## src/rtl/uart_rx_pkg.sv

```systemverilog
// Shared definitions for the UART receive frame controller: FSM state
// encoding, parity-type encoding and the supported oversampling ratios.
package uart_rx_pkg;

    typedef enum logic [2:0] {
        ST_IDLE   = 3'd0,
        ST_START  = 3'd1,
        ST_DATA   = 3'd2,
        ST_PARITY = 3'd3,
        ST_STOP   = 3'd4
    } rx_state_e;

    localparam logic PAR_EVEN = 1'b0;
    localparam logic PAR_ODD  = 1'b1;

    localparam int PRESCALE_8  = 8;
    localparam int PRESCALE_16 = 16;
    localparam int PRESCALE_32 = 32;

endpackage

```

## src/rtl/uart_rx_edge_bit_cnt.sv

```systemverilog
// Oversample position counter (edge_cnt) and bit counter (bit_cnt).
// edge_cnt runs 0..prescale_l-1 while enabled; each wrap advances bit_cnt.
// decision marks the last oversample of a bit, where the sampler's vote is valid.
module uart_rx_edge_bit_cnt #(
    parameter int PRESCALE_W = 6,
    parameter int BIT_CNT_W  = 4
) (
    input  logic                  CLK_CTRL,
    input  logic                  RST_CTRL,
    input  logic                  cnt_en,
    input  logic                  cnt_clr,
    input  logic [PRESCALE_W-1:0] prescale_l,
    output logic [PRESCALE_W-1:0] edge_cnt,
    output logic [BIT_CNT_W-1:0]  bit_cnt,
    output logic                  decision
);

    logic [PRESCALE_W-1:0] edge_last;

    assign edge_last = prescale_l - PRESCALE_W'(1);
    assign decision  = cnt_en && (edge_cnt == edge_last);

    // Counter register: clear has priority, otherwise count and wrap at prescale-1
    always_ff @(posedge CLK_CTRL or negedge RST_CTRL) begin
        if (!RST_CTRL) begin
            edge_cnt <= '0;
            bit_cnt  <= '0;
        end else if (cnt_clr) begin
            edge_cnt <= '0;
            bit_cnt  <= '0;
        end else if (cnt_en) begin
            if (edge_cnt == edge_last) begin
                edge_cnt <= '0;
                bit_cnt  <= bit_cnt + BIT_CNT_W'(1);
            end else begin
                edge_cnt <= edge_cnt + PRESCALE_W'(1);
            end
        end
    end

endmodule

```

## src/rtl/uart_rx_frame_ctrl.sv

```systemverilog
// UART receive frame controller. Detects the start edge, drives the sampler
// enable and oversample position, deserializes the voted bits LSB first and
// checks start, parity and stop.
// Output strobes: data_valid, par_err and stp_err are single-cycle pulses with
// no back-pressure; P_DATA changes only together with a data_valid pulse and
// holds its value otherwise (including after any error).
module uart_rx_frame_ctrl
    import uart_rx_pkg::*;
#(
    parameter int DATA_WIDTH = 8,
    parameter int PRESCALE_W = 6
) (
    input  logic                  CLK_CTRL,
    input  logic                  RST_CTRL,
    input  logic                  RX_IN,
    input  logic [PRESCALE_W-1:0] prescale,
    input  logic                  PAR_EN,
    input  logic                  PAR_TYP,
    input  logic                  sampled_bit,
    output logic                  data_samp_en,
    output logic [PRESCALE_W-1:0] edge_cnt,
    output logic [DATA_WIDTH-1:0] P_DATA,
    output logic                  data_valid,
    output logic                  par_err,
    output logic                  stp_err,
    output rx_state_e             fsm_state
);

    localparam int BIT_CNT_W = $clog2(DATA_WIDTH + 4);

    rx_state_e             state, next_state;
    logic [PRESCALE_W-1:0] prescale_l;
    logic                  par_en_l, par_typ_l;
    logic [DATA_WIDTH-1:0] shift_reg;
    logic                  perr;
    logic [BIT_CNT_W-1:0]  bit_cnt;
    logic                  decision;
    logic                  stop_dec;
    logic                  samp_en_nxt, dv_nxt, pe_nxt, se_nxt;

    assign fsm_state = state;

    uart_rx_edge_bit_cnt #(
        .PRESCALE_W (PRESCALE_W),
        .BIT_CNT_W  (BIT_CNT_W)
    ) u_cnt (
        .CLK_CTRL   (CLK_CTRL),
        .RST_CTRL   (RST_CTRL),
        .cnt_en     (state != ST_IDLE),
        .cnt_clr    (next_state == ST_IDLE),
        .prescale_l (prescale_l),
        .edge_cnt   (edge_cnt),
        .bit_cnt    (bit_cnt),
        .decision   (decision)
    );

    // FSM state register
    always_ff @(posedge CLK_CTRL or negedge RST_CTRL) begin
        if (!RST_CTRL) state <= ST_IDLE;
        else           state <= next_state;
    end

    // Next-state logic: transitions only on the decision cycle, except the start edge
    always_comb begin
        next_state = state;
        case (state)
            ST_IDLE:   if (!RX_IN) next_state = ST_START;
            ST_START:  if (decision) next_state = sampled_bit ? ST_IDLE : ST_DATA;
            ST_DATA:   if (decision && (bit_cnt == BIT_CNT_W'(DATA_WIDTH)))
                           next_state = par_en_l ? ST_PARITY : ST_STOP;
            ST_PARITY: if (decision) next_state = ST_STOP;
            ST_STOP:   if (decision) next_state = ST_IDLE;
            default:   next_state = ST_IDLE;
        endcase
    end

    // Output decode: next-cycle values of the registered outputs
    always_comb begin
        stop_dec    = (state == ST_STOP) && decision;
        samp_en_nxt = (next_state != ST_IDLE);
        dv_nxt      = stop_dec && sampled_bit && !perr;
        pe_nxt      = stop_dec && perr;
        se_nxt      = stop_dec && !sampled_bit;
    end

    // Registered outputs; P_DATA only loads on a clean frame
    always_ff @(posedge CLK_CTRL or negedge RST_CTRL) begin
        if (!RST_CTRL) begin
            data_samp_en <= 1'b0;
            data_valid   <= 1'b0;
            par_err      <= 1'b0;
            stp_err      <= 1'b0;
            P_DATA       <= '0;
        end else begin
            data_samp_en <= samp_en_nxt;
            data_valid   <= dv_nxt;
            par_err      <= pe_nxt;
            stp_err      <= se_nxt;
            if (dv_nxt) P_DATA <= shift_reg;
        end
    end

    // Frame datapath: latch settings at the start edge, shift data, hold parity verdict
    always_ff @(posedge CLK_CTRL or negedge RST_CTRL) begin
        if (!RST_CTRL) begin
            prescale_l <= '0;
            par_en_l   <= 1'b0;
            par_typ_l  <= PAR_EVEN;
            shift_reg  <= '0;
            perr       <= 1'b0;
        end else begin
            if ((state == ST_IDLE) && !RX_IN) begin
                prescale_l <= prescale;
                par_en_l   <= PAR_EN;
                par_typ_l  <= PAR_TYP;
            end
            if ((state == ST_DATA) && decision)
                shift_reg <= {sampled_bit, shift_reg[DATA_WIDTH-1:1]};
            if ((state == ST_PARITY) && decision)
                perr <= (sampled_bit != ((^shift_reg) ^ par_typ_l));
            else if (stop_dec)
                perr <= 1'b0;
        end
    end

endmodule

```

## config.mk

```make
export PLATFORM = sky130hd
export DESIGN_NAME = uart_rx_frame_ctrl
export DESIGN_NICKNAME = d
export VERILOG_FILES = /design/src/rtl/uart_rx_pkg.sv /design/src/rtl/uart_rx_edge_bit_cnt.sv /design/src/rtl/uart_rx_frame_ctrl.sv
export SDC_FILE = /design/constraint.sdc
export NUM_CORES = 1
export LEC_CHECK = 0
export BUFFER_PORTS_ARGS = -buffer_cell sky130_fd_sc_hd__buf_2
export CAP_MARGIN = 20
export CORE_MARGIN = 1.5
export CORE_UTILIZATION = 55
export CTS_BUF_LIST = sky130_fd_sc_hd__clkbuf_8
export DETAILED_ROUTE_END_ITERATION = 7
export GPL_ROUTABILITY_DRIVEN = 0
export PLACE_DENSITY = 0.87
export RECOVER_POWER = 50
export SYNTH_ARGS = -nofsm -noshare
export SYNTH_HDL_FRONTEND = slang
export SYNTH_SLANG_ARGS = --single-unit
export TNS_END_PERCENT = 30
```

## constraint.sdc

```tcl
create_clock -name CLK_CTRL -period 5.05 [get_ports CLK_CTRL]
set_input_delay 0 -clock CLK_CTRL [delete_from_list [all_inputs] [get_ports CLK_CTRL]]
set_output_delay 0 -clock CLK_CTRL [all_outputs]
set_load 0.01 [all_outputs]
```

Yosys cells after proc, flatten, opt, wreduce, memory -nomap -nowiden
Cells that the tools add are included.
- register bits: 42
- output and inout port bits: 21
- logic and storage cells: 62
- add/subtract/negate cells: 3
- equal/unequal tests: 7
- mux-type cells: 16
- bitwise gates (word level): 1
- reductions and logical operators: 22
- operators with widths (operator ; count):
    $mux W3 ; 6
    $mux W6 ; 3
    $pmux W3 S5 ; 1
    $mux W4 ; 3
    $logic_and A1 B1 Y1 ; 10
    $reduce_xor A8 Y1 ; 1
    $add A6 B1 Y6 const B ; 1
    $eq A3 B2 Y1 const B ; 2
    $eq A6 B6 Y1 ; 1
    $logic_not A3 Y1 ; 2
    $reduce_bool A2 Y1 ; 3
    $reduce_bool A3 Y1 ; 2
    $sub A6 B1 Y6 const B ; 1
    $add A4 B1 Y4 const B ; 1
    $eq A4 B4 Y1 const B ; 1
    $eq A3 B1 Y1 const B ; 1
    $eq A3 B3 Y1 const B ; 1
    $logic_not A1 Y1 ; 3
    $mux W1 ; 2
    $mux W2 ; 1
    $reduce_and A2 Y1 ; 1
    $ne A1 B1 Y1 ; 1
    $xor A1 B1 Y1 ; 1

Logic depth before layout (Yosys ltp)
Gate-level depths: netlist of the first run.
- depth in word-level cells: 9
- gate-level depth with buffers: 10

Modules after synthesis
Synthesis of the first run repeated with hierarchy kept, for this count alone.
- cell total of the unflattened synthesis: 178
- area total of the unflattened synthesis: 2157.1 µm²
- by module, submodules not included (module ; instances ; cells each ; area an instance (µm²) ; sequential area each (µm²)):
    uart_rx_frame_ctrl ; 1 ; 99 ; 1426.4 ; 800.8
    uart_rx_edge_bit_cnt ; 1 ; 79 ; 730.7 ; 250.2

Worst setup path after synthesis of the first run
OpenSTA, ideal clock, no wires.
- path kind: flip-flop to flip-flop
- start point: register prescale_l[0]
- end point: register P_DATA[0]
- library setup time: 0.125 ns
- arrival time: 2.521 ns
- data required time: 4.925 ns
- setup slack: 2.404 ns
- stages on the path, launching flop included: 11
- buffers on the path: 2
- period minus slack after synthesis: 2.646 ns
- cell sequence: dfrtp_1 -> inv_1 -> ha_1 -> xnor2_1 -> nor2_1 -> nand4b_4 -> or2_1 -> buf_6 -> or4_4 -> buf_6 -> mux2_4
- word-level cells in the longest chain between the ends: 6
- RTL lines (item ; RTL line ; RTL):
    start: declaration ; uart_rx_frame_ctrl.sv:32 ; logic [PRESCALE_W-1:0] prescale_l;
    start signal: assignment ; uart_rx_frame_ctrl.sv:113 ; prescale_l <= prescale;
    $sub A6 B1 Y6 ; uart_rx_edge_bit_cnt.sv:20 ; assign edge_last = prescale_l - PRESCALE_W'(1);
    $eq A6 B6 Y1 ; uart_rx_edge_bit_cnt.sv:21 ; assign decision = cnt_en && (edge_cnt == edge_last);
    $logic_and A1 B1 Y1 ; uart_rx_edge_bit_cnt.sv:21 ;
    $logic_and A1 B1 Y1 ; uart_rx_frame_ctrl.sv:79 ; stop_dec = (state == ST_STOP) && decision;
    $logic_and A1 B1 Y1 (2 in series) ; uart_rx_frame_ctrl.sv:81 ; dv_nxt = stop_dec && sampled_bit && !perr;
    end signal: assignment ; uart_rx_frame_ctrl.sv:99 ; if (dv_nxt) P_DATA <= shift_reg;
    end: declaration ; uart_rx_frame_ctrl.sv:22 ; output logic [DATA_WIDTH-1:0] P_DATA,
Every way passes these cells.
A chain may end at the register's enable or synchronous reset.

Worst setup path in the final report of the first run
- start point: register prescale_l[0]
- end point: register P_DATA[7]
Same word-level chain as after synthesis.

==> metrics.csv, run 1 <==
stage,metric,value,unit
run_status,status,finished with violations,
run_status,failing checks,"max-capacitance violations, max-slew violations",
sta,RSZ-0062 raised after global routing,no,
floorplanning,die area,4280,sq um
critical_path,"Largest stage delay, worst path",0.67,ns
critical_path,critical path class,flip-flop to flip-flop,
critical_path,critical-path cell list,inv_1 > ha_1 > xnor2_1 > nor2_1 > nand4b_4 > or2_1 > or4_4 > mux2_4,
sta,final hold vios,0,
clock_network,Clock Tree Buf Depth,2,
floorplanning,Die X,65.4,microns
place,# port buffers,32,
sta,post-route setup slack,2.29,ns
sta,clock skew,0.00427,ns
grt,initial antenna violation count,0,
clock_network,clock buffer count from CTS,5,
routing,Via Count,1610,
floorplanning,die boundary height,65.4,microns
logic_synthesis,syn avg cell area,10.7,sq um
clock_network,CTS tree,done,
floorplanning,core area,3690,sq um
grt,total gr overflow,0,
critical_path,crit end category,flip-flop,
logic_synthesis,ys async rst share,100,%
routing,Via density,5.57,
sta,relative slew slack,-46.1,%
grt,GRT Util Overall,22.2,%
clock_network,postcts setup bufs,0,
logic_synthesis,Yosys warning count,0,
power_and_ir_drop,Leak,1.15,nW
sta,Highest Clock Rate,0.362,GHz
finish,post-route cell area,2470,sq um
grt,first-pass GRT wire length,7.05,mm
finish,number of diodes,0,
sta,WHS,0.0505,ns
logic_synthesis,mapped cell area,2140,sq um
job,max cap viols,1,
critical_path,worst path bufs/invs,1,
logic_synthesis,Gate Count Post-Synth,201,
critical_path,critical path's top delay family,simple AND/OR/NAND/NOR gates,
place,DPL Wire Length,2.85,mm
floorplanning,Starting Density,58.1,%
critical_path,CP startpoint kind,flip-flop,
sta,max-slew violations,43,
finish,"most common cell after layout, fill and taps aside",dfrtp_1,
critical_path,Crit Path Max Fanout,9,
sta,final setup TNS,0,ns
routing,DRC violations left,0,
clock_network,"Clk Latency, worst-skew pair",0.30,ns
floorplanning,num ports,33,
logic_synthesis,Yosys cell types,37,
logic_synthesis,register area share after synthesis,49.1,%
logic_synthesis,register bit count reported by yosys,42,
clock_network,CTS resizes,0,
finish,most frequent cells in the layout,"42 x dfrtp_1, 24 x nand2_1, 20 x nor2_1, 20 x clkbuf_1, 16 x xnor2_1",
finish,number of nets in the layout,257,
routing,"antenna viol nets, final",0,
sta,fin crit period,2.76,ns
sta,final worst path period share,54.6,%
routing,DR WL/cell,14.9,microns
finish,Synth-to-Final Area Change,15.1,%
sta,final setup violation count,0,
critical_path,setup slack on the worst flop-to-flop path,2.29,ns
clock_network,CTS Sinks,42,
routing,starting DRC count in detailed routing,125,
place,DP Worst Slack,2.31,ns
grt,vias in the first global route,1479,
place,DP Area,2310,sq um
critical_path,"Max stage delay cell, worst path",or4_4,
worst_hold_path,Hold Path Class,input port to flip-flop,
sta,Worst Max-Slew Pin Slew,2.19,ns
finish,layout cells sized above 1,17.0,%
floorplanning,Site Rows,22,
clock_network,"Hold-fix buffers, CTS",10,
finish,fillers,299,
clock_network,H-tree Lvls,2,
critical_path,crit path DAT,2.94,ns
logic_synthesis,"Top FF cell, synth",dfrtp_1,
logic_synthesis,Synthesized Nets,217,
clock_network,clock-pin slew on the worst setup and hold paths,0.08,ns
power_and_ir_drop,PD cells,495,nW/um^2
finish,Finished Layout Cells,289,
place,Placed Instances,272,
clock_network,CTS root buf,clkbuf_8,
routing,Post-Route WL,4.30,mm
critical_path,critical path required time,5.23,ns
routing,Detailed Routing Iterations Pass 1,4,
power_and_ir_drop,Max IR drop VDD,252,uV
grt,largest net degree at the start of global routing,43,
logic_synthesis,Post-synth EDFFs,0,
where the power goes:
group	internal, mW	total [mW]	switching, mW
Clock	0.0927	0.203	0.110
Sequential	0.417	0.534	0.117
Combinational	0.223	0.484	0.261
final cells by class:
type	count	area, sq um	area share (%)
Clock buffer	5	68.8	2.79
Clock inverter	2	10.0	0.406
Inverter	9	33.8	1.37
Multi-Input combinational cell	141	1010	40.8
Sequential cell	42	1050	42.6
Tap cell	48	60.1	2.44
Timing Repair Buffer	42	235	9.54
routing by layer:
layer | track usage [%] | share of wire [%] | wire, microns
met4 | 12.5 | 3.1 | 134
met2 | 34.6 | 48 | 2080
met3 | 4.79 | 4.8 | 208
met1 | 28.8 | 44 | 1880
met5 | 0 | 0 | 0
through the flow:
step                      total power, mW  util (%)
after floorplan                     0.902         -
after global placement              0.997      62.7
after detailed placement             1.01      62.7
after CTS                            1.23      67.5
after global routing                 1.31      66.9
final                                1.22      66.9
worst min-delay path, cell delays in order:
cell and delay, ns:
buf_2 0.11, nor2_1 0.04, nor2_1 0.07, a221oi_1 0.07
cells by family (layout without fill, tap and decap cells):
| group | after synthesis | after routing | share of synthesized area, % |
|---|---|---|---|
| adders and majority gates | 4 | 4 | 2.34 |
| DFF | 42 | 42 | 49.1 |
| and+or+nand+nor | 77 | 77 | 18.3 |
| muxes | 18 | 18 | 10.8 |
| buffers and inverters | 18 | 58 | 3.91 |
| AOI/OAI and AO/OA | 20 | 20 | 6.54 |
| xor gates and xnor gates | 22 | 22 | 9.00 |
synthesized netlist by cell type, types with 2 or more instances:
library cell  count  area, sq um
a21oi_1           3         15.0
ha_1              4         50.1
clkbuf_1          6         22.5
nand2_1          24         90.1
inv_1             9         33.8
nand3b_1          2         15.0
nor2_1           20         75.1
nand2b_1          4         25.0
o21ai_0           8         40.0
nand4_1           4         25.0
buf_6             2         22.5
nand3_1           4         20.0
or3_1             2         12.5
nor4_1            4         25.0
mux2_4            8          120
nor3_1            7         35.0
dfrtp_1          42         1050
xor2_1            6         52.6
xnor2_1          16          140
mux2_2            9          101
worst paths after layout:
check | startpoint | end | depth (start not counted)
worst max-delay path | prescale_l[0] | P_DATA[7] | 8
worst min-delay path | RX_IN | fsm_state[0] | 4
worst max register to register | prescale_l[0] | P_DATA[7] | 8
worst min register to register | P_DATA[6] | P_DATA[6] | 1
max in group asynchronous | RST_CTRL | u_cnt.bit_cnt[3] | 2
min in group asynchronous | RST_CTRL | stp_err | 2
(Power assumes the default switching activity.)
==> run 2, diff against run 1 <==
Clock period 5.05 ns to 2.7 ns, I/O delays scaled along.
==> run 2 against run 1 <==
Against the previous run: the run still ends with max-capacitance violations, max-slew violations left; routed wire length grew 1.1%; non-clock buffer count grew 4; register-to-register slack lost 2.2 ns; clock-buffer cell count grew 1; sequential power grew 87%; setup slack lost 2.2 ns; total power grew 110%; maximum frequency grew 4.7%.
==> metrics.csv, run 2 (synthesized netlist as in run 1, its figures left out) <==
stage,metric,value,unit
run_status,status,finished with violations,
sta,clock skew,0.00692,ns
finish,"most common cell after layout, fill and taps aside",dfrtp_1,
critical_path,Crit Path Max Fanout,8,
place,# port buffers,32,
grt,total gr overflow,0,
clock_network,"Hold-fix buffers, CTS",10,
sta,final worst path period share,97.6,%
finish,fillers,290,
floorplanning,Starting Density,58.1,%
finish,number of diodes,0,
critical_path,critical path's top delay family,simple AND/OR/NAND/NOR gates,
critical_path,critical path required time,2.89,ns
sta,Worst Max-Slew Pin Slew,2.20,ns
clock_network,clock-pin slew on the worst setup and hold paths,0.08,ns
critical_path,worst path bufs/invs,1,
power_and_ir_drop,Final Power,2.59,mW
clock_network,CTS root buf,clkbuf_8,
finish,Synth-to-Final Area Change,19.5,%
clock_network,CTS Sinks,42,
sta,final setup violation count,0,
finish,number of nets in the layout,261,
power_and_ir_drop,Leak,1.20,nW
critical_path,CP startpoint kind,flip-flop,
power_and_ir_drop,Max IR drop VDD,439,uV
routing,Via Count,1614,
clock_network,postcts setup bufs,0,
critical_path,critical path class,flip-flop to flip-flop,
routing,Detailed Routing Iterations Pass 1,4,
floorplanning,num ports,33,
clock_network,CTS resizes,0,
grt,vias in the first global route,1536,
clock_network,Clock Tree Buf Depth,2,
grt,initial antenna violation count,0,
floorplanning,Die X,65.4,microns
routing,Via density,5.49,
grt,largest net degree at the start of global routing,43,
finish,Util after Layout,69.4,%
routing,starting DRC count in detailed routing,114,
job,max cap viols,1,
clock_network,H-tree Lvls,2,
clock_network,clock buffer count from CTS,5,
grt,GRT Util Overall,22.5,%
clock_network,CTS tree,done,
routing,"antenna viol nets, final",0,
floorplanning,core area,3690,sq um
sta,fin crit period,2.63,ns
clock_network,"Clk Latency, worst-skew pair",0.30,ns
routing,Post-Route WL,4.35,mm
routing,DR WL/cell,14.8,microns
critical_path,"Max stage delay cell, worst path",or4_4,
finish,most frequent cells in the layout,"42 x dfrtp_1, 24 x nand2_1, 20 x nor2_1, 20 x clkbuf_1, 16 x xnor2_1",
worst_hold_path,Hold Path Class,input port to flip-flop,
grt,first-pass GRT wire length,7.16,mm
power_and_ir_drop,PD cells,1010,nW/um^2
floorplanning,die area,4280,sq um
place,DPL Wire Length,2.95,mm
finish,layout cells sized above 1,18.7,%
sta,final setup TNS,0,ns
sta,relative slew slack,-46.7,%
floorplanning,Site Rows,22,
sta,Highest Clock Rate,0.380,GHz
floorplanning,die boundary height,65.4,microns
sta,RSZ-0062 raised after global routing,no,
finish,Finished Layout Cells,294,
critical_path,"Largest stage delay, worst path",0.64,ns
sta,max-slew violations,43,
place,Placed Instances,276,
routing,DRC violations left,0,
critical_path,critical-path cell list,inv_1 > ha_1 > xnor2_1 > nor2_1 > nand4b_4 > or2_1 > or4_4 > mux2_4,
critical_path,crit end category,flip-flop,
critical_path,crit path DAT,2.82,ns
run_status,failing checks,"max-capacitance violations, max-slew violations",
sta,final hold vios,0,
sta,WHS,0.0598,ns
## run 2: changes by cell type in the layout (fill, tap and decap cells not counted), sizes merged
| cell | previous run | this run |
|---|---|---|
| bufinv | 0 | 2 |
| clkinv | 2 | 0 |
| clkbuf | 25 | 26 |
| buf | 12 | 16 |
## run 2: report_power, final
part           switching, mW  total, mW  internal (mW)
Sequential             0.217      0.997          0.780
Combinational          0.529      0.981          0.452
Clock                  0.220      0.614          0.394
Total                  0.966       2.59           1.63
## run 2: worst paths after layout
kind | from | cells past startpoint | slack [ns] | end
max in group asynchronous | RST_CTRL | 2 | 0.56 | u_cnt.edge_cnt[1]
worst max-delay path | prescale_l[0] | 8 | 0.07 | P_DATA[6]
worst min register to register | P_DATA[5] | 1 | 0.52 | P_DATA[5]
worst min-delay path | RX_IN | 4 | 0.06 | fsm_state[0]
min in group asynchronous | RST_CTRL | 2 | 0.89 | par_err
worst max register to register | prescale_l[0] | 8 | 0.07 | P_DATA[6]
## run 2: per-stage QoR
stage / setup WS, ns / cell area (sq um)
after floorplan: 0.0537 / 2140
after detailed placement: 0.0999 / 2340
after CTS: 0.0585 / 2580
after global placement: 0.194 / 2340
after global routing: 0.000444 / 2560
final: 0.0655 / 2560
## run 2: tightest hold or removal path, stage by stage
cell and delay [ns]:
buf_2 0.11, nor2_1 0.04, nor2_1 0.08, a221oi_1 0.08
## run 2: cell type report
class | count | area [sq um] | share of cell area (%)
sequential | 42 | 1050 | 41.1
multi-input combinational | 141 | 1010 | 39.3
timing repair buffer | 46 | 265 | 10.4
clock buffer | 6 | 82.6 | 3.23
clock inverter | 2 | 60.1 | 2.35
tap | 48 | 60.1 | 2.35
inverter | 9 | 33.8 | 1.32
## run 2: layer usage
layer  global-route usage [%]  share of wire [%]
met3                     6.34                5.0
met5                        0                  0
met2                     36.0                 48
met1                     29.0                 44
met4                     8.59                2.3
